$ cat config.mk
export PLATFORM = sky130hd
export DESIGN_NAME = sr_latch
export DESIGN_NICKNAME = d
export VERILOG_FILES = /design/src/rtl/sr_latch.sv
export SDC_FILE = /design/constraint.sdc
export NUM_CORES = 1
export LEC_CHECK = 0
export ABC_CLOCK_PERIOD_IN_PS = 1200
export BUFFER_PORTS_ARGS = -buffer_cell sky130_fd_sc_hd__buf_2
export CAP_MARGIN = 20
export CORE_AREA = 2 2 39 41
export CTS_CLUSTER_DIAMETER = 120
export DETAILED_ROUTE_END_ITERATION = 8
export DIE_AREA = 0 0 41 43
export PLACE_DENSITY_LB_ADDON = 0.2
export SYNTH_ARGS = -nofsm -noshare
export SYNTH_HDL_FRONTEND = slang
export SYNTH_SLANG_ARGS = --single-unit
$ cat constraint.sdc
create_clock -name clk -period 1.2 [get_ports clk]
set_clock_uncertainty 0.15 [all_clocks]
set_input_delay 0.24 -clock clk [delete_from_list [all_inputs] [get_ports clk]]
set_output_delay 0.24 -clock clk [all_outputs]
set_load 0.01 [all_outputs]
$ cat src/rtl/sr_latch.sv
// Bank of WIDTH clocked set/reset flag cells with a configurable S=R=1 policy.
// Also provides a per-bit invalid-input pulse and a sticky "any invalid" flag.
module sr_latch #(
    parameter int               WIDTH        = 1,
    parameter int               INVALID_MODE = 0,
    parameter logic [WIDTH-1:0] RESET_VALUE  = '0
) (
    input  logic             clk,
    input  logic             rst,
    input  logic [WIDTH-1:0] S,
    input  logic [WIDTH-1:0] R,
    input  logic             err_clr,
    output logic [WIDTH-1:0] Q,
    output logic [WIDTH-1:0] Qbar,
    output logic [WIDTH-1:0] invalid,
    output logic             invalid_sticky
);

    logic [WIDTH-1:0] r_q;
    logic [WIDTH-1:0] r_invalid;
    logic             r_sticky;
    logic [WIDTH-1:0] w_q_next;
    logic [WIDTH-1:0] w_both;
    logic             w_sticky_next;

    assign w_both = S & R;

    genvar gi;
    generate
        for (gi = 0; gi < WIDTH; gi = gi + 1) begin : g_cell
            always_comb begin
                w_q_next[gi] = r_q[gi];
                case ({S[gi], R[gi]})
                    2'b10:   w_q_next[gi] = 1'b1;
                    2'b01:   w_q_next[gi] = 1'b0;
                    2'b11: begin
                        // Unlisted mode values fall back to hold.
                        if (INVALID_MODE == 1)
                            w_q_next[gi] = 1'b1;
                        else if (INVALID_MODE == 2)
                            w_q_next[gi] = 1'b0;
                        else
                            w_q_next[gi] = r_q[gi];
                    end
                    default: w_q_next[gi] = r_q[gi];
                endcase
            end
        end
    endgenerate

    // A fresh invalid sample outranks err_clr in the same cycle.
    assign w_sticky_next = (r_sticky & ~err_clr) | (|w_both);

    always_ff @(posedge clk) begin
        if (rst) begin
            r_q       <= RESET_VALUE;
            r_invalid <= '0;
            r_sticky  <= 1'b0;
        end else begin
            r_q       <= w_q_next;
            r_invalid <= w_both;
            r_sticky  <= w_sticky_next;
        end
    end

    assign Q              = r_q;
    assign Qbar           = ~r_q;
    assign invalid        = r_invalid;
    assign invalid_sticky = r_sticky;

endmodule

; ---- Word-level counts from Yosys, hierarchy flattened
; Index checks and enable logic that the tools add are counted.
[op_classes]
mux = 1
eq_ne = 2
reduce_logical = 1
bitwise_logic = 5
[op_table]
columns = operator, n
row1 = 1-bit AND, 2
row2 = "2-bit by 1-bit == test with 1-bit output, second input constant", 1
row3 = "2-bit == test, second input constant", 1
row4 = 1-bit inverter, 2
row5 = 1-bit case mux with 2 select lines, 1
row6 = 2-bit nonzero test, 1
row7 = 1-bit OR, 1
[word_totals]
input_bits = 5
elab_cells = 12
ff_bits = 3
out_inout_bits = 4

; ---- Logic depth before layout (Yosys ltp)
[depth]
ltp_word = 3
ltp_mapped = 4
mapped_depth_nobuf = 4

; ---- Worst setup path after synthesis
; OpenSTA, ideal clock, no wires.
[synth_path]
path_kind = input -> register
from = input port S
to = register r_q (netlist: Q)
setup_slack_ps = 209
stages = 4
arrival_ps = 717
cell_sequence = inv_1 -> ha_1 -> nor2b_1 -> a211oi_2
[synth_between]
elab_chain_cells = 2
word_cells_on_any_way = 4
classes_between = eq/ne: 2 / mux: 1 / reduce/logical: 1
[synth_lines]
columns = element, line_no
row1 = from (decl), 10  ; input logic [WIDTH-1:0] S,
row2 = 2-bit by 1-bit == test with 1-bit output / 2-bit == test (equally long branches), 33  ; case ({S[gi], R[gi]})
row3 = 1-bit case mux with 2 select lines / 2-bit nonzero test (equally long branches), -
row4 = to (signal assigned), 60  ; r_q <= w_q_next;
row5 = to (decl), 19  ; logic [WIDTH-1:0] r_q;
; Parallel ways exist; a longest one is shown, timed or not.
; A chain may end at the register's enable or synchronous reset.

; ---- Worst setup path after layout
[layout_path]
from = register r_q (netlist: Q)
to = output port Qbar
[layout_between]
elab_chain_cells = 1
[layout_lines]
columns = element, line_no
row1 = 1-bit inverter, 67  ; assign Qbar = ~r_q;
row2 = to (decl), 14  ; output logic [WIDTH-1:0] Qbar,
; Every way passes these cells.

==> impl_metrics.tcl <==
set metrics [dict create \
    status "finished clean" \
    cap_viol_max_count 0 \
    drcViolationCount 0 \
    core_area_um2 1380 \
    power_mw 0.330 \
    syn-cell-area_um2 134 \
    totalWireLength_um 265 \
    grt-ovfl-total 0 \
    io_buffers 8 \
    die_w_um 41 \
    yosys_warnings 0 \
    crit_required_ns 0.81 \
    rsz0062_at_grt "no" \
    grt_max_degree 4 \
    finalHoldViolations 0 \
    clock_latency_ns 0.23 \
    setup_tns_ns 0 \
    final_util 0.159 \
    vias 125 \
    final-setup-viol-count 0 \
    ff_latch_area_um2 60.1 \
    worstSetupPathType "reg2out" \
    period_minus_slack_ns 1.13 \
    cts_made_buffers 3 \
    avgViaCountPerCell 3.05 \
    io_pins 9 \
    period_share 0.942 \
    fp.dieArea_um2 1760 \
    crit_fanout 2 \
    gp_congestion 0.464 \
    layout_commonest_cell "buf_2" \
    worst_slew_pin_slew_ns 0.139 \
    syn_area_per_cell_um2 10.3 \
    cp_data_arrival_time_ns 0.74 \
    cts.repair.resized 0 \
    die_y_um 43 \
    synthTopCellsByArea "dfxtp_1 (45%), ha_1 (19%), a211oi_2 (9.3%), inv_1 (8.4%), a21oi_2 (6.5%)" \
    grt_pass1_wl_um 386 \
    ant_nets 0 \
    powerDensity_nw_per_um2 1500 \
    path_clk_slew_ns 0.04 \
    crit_path_cell_trace "inv_1, buf_2" \
    fill_cells 167 \
    p_leak_nw 0.109 \
    post-cts-setup-buffer-count 0 \
    clockRootBuffer "clkbuf_4" \
    ys_seq_area_frac 0.449 \
    grt_pass1_vias 106 \
    hold_buffers 0 \
    nets 33 \
    syn_inst 13 \
    drive_above_1_share 0.520 \
    diodes 0 \
    vdd_drop_max_v 0.000223 \
    area_growth_pct 64.5 \
    max_slew_margin 0.907 \
    grtUsageTotal 0.0430 \
    crit_slowest_cell "dfxtp_1" \
    clock.fmax_mhz 885 \
    mostFrequentLayoutCells "buf_2 (8), dfxtp_1 (3), inv_1 (3), clkbuf_4 (3), ha_1 (2)" \
    clockBufferDepth 2 \
    ys_ff_latch 3 \
    antenna_found_initial 0 \
    htreeDepth 1 \
    wire_per_inst_um 6.46 \
    worstSetupStartpointType "flip-flop" \
    tritoncts "done" \
    multi_input_area_um2 62.6 \
    synth_cell_type_count 8 \
    dr.first_iter.drc_count 0 \
    initial_core_util 0.0967 \
    dp_hpwl_um 212 \
    placed_cells 37 \
    rows 14 \
    maxSlewViolCount 0 \
    final_cells 41 \
    cts_sinks 3 \
    fin_hold_ws_ns 0.0503 \
    hold_class "in2reg" \
    synth_top_area_cell "dfxtp_1" \
    cp-end-kind "primary output" \
    firstDrtPassIters 1 \
    slowest_delay_ns 0.29 \
    yosysTopAreaCellShare 0.449 \
    synth_nets 20 \
]
## final cells by class
class                           instances  area share
Tap cell                               16      0.0909
Clock buffer                            4       0.119
Sequential cell                         3       0.273
Timing Repair Buffer                    8       0.182
Inverter                                3      0.0511
Multi-Input combinational cell          7       0.284
## synth_stat cells
master / instances
nor2_1: 1
ha_1: 2
a211oi_2: 1
inv_1: 3
dfxtp_1: 3
nor2b_1: 1
nand2b_1: 1
a21oi_2: 1
## worst paths after layout
check             startpoint              to  slack [ns]  cells past startpoint
setup / recovery           Q            Qbar        0.07                      2
hold reg to reg            Q               Q        0.34                      2
setup reg to reg           Q               Q        0.44                      2
hold / removal           rst  invalid_sticky        0.05                      2
## per-stage QoR
step           area (um^2)  setup WS [ns]
3_3_place_gp           194         0.0713
6_report               220         0.0698
3_5_place_dp           194         0.0695
2_1_floorplan          134          0.209
5_1_grt                220         0.0324
4_1_cts                220         0.0582
## where the power goes
group          total, mW  switching [mW]  leakage (nW)  internal [mW]
Combinational     0.0425          0.0222        0.0697         0.0203
Sequential         0.109         0.00220        0.0248          0.107
Clock              0.178          0.0535        0.0150          0.125
Total              0.330          0.0778         0.109          0.252
## cell families after synthesis
group | Yosys count | synth area share
simple gates | 3 | 0.122
buf+inv | 3 | 0.0841
flops | 3 | 0.449
fa+ha+maj | 2 | 0.187
compound gates | 2 | 0.159
## sequential cells by signal, summed over array words and instances, names as in the netlist
signal	cells
Q	1
invalid	1
invalid_sticky	1
## layer usage
layer | share of wire | GRT usage
met5 | 0 | 0
met4 | 0.042 | 0.0800
met2 | 0.28 | 0.0281
met1 | 0.45 | 0.0414
met3 | 0.23 | 0.0471
## critical path: cells and delay by family (launching register included)
family   cells  cell delay (ns)
buf+inv      2             0.21
flops        1             0.29
(Power assumes the default switching activity.)
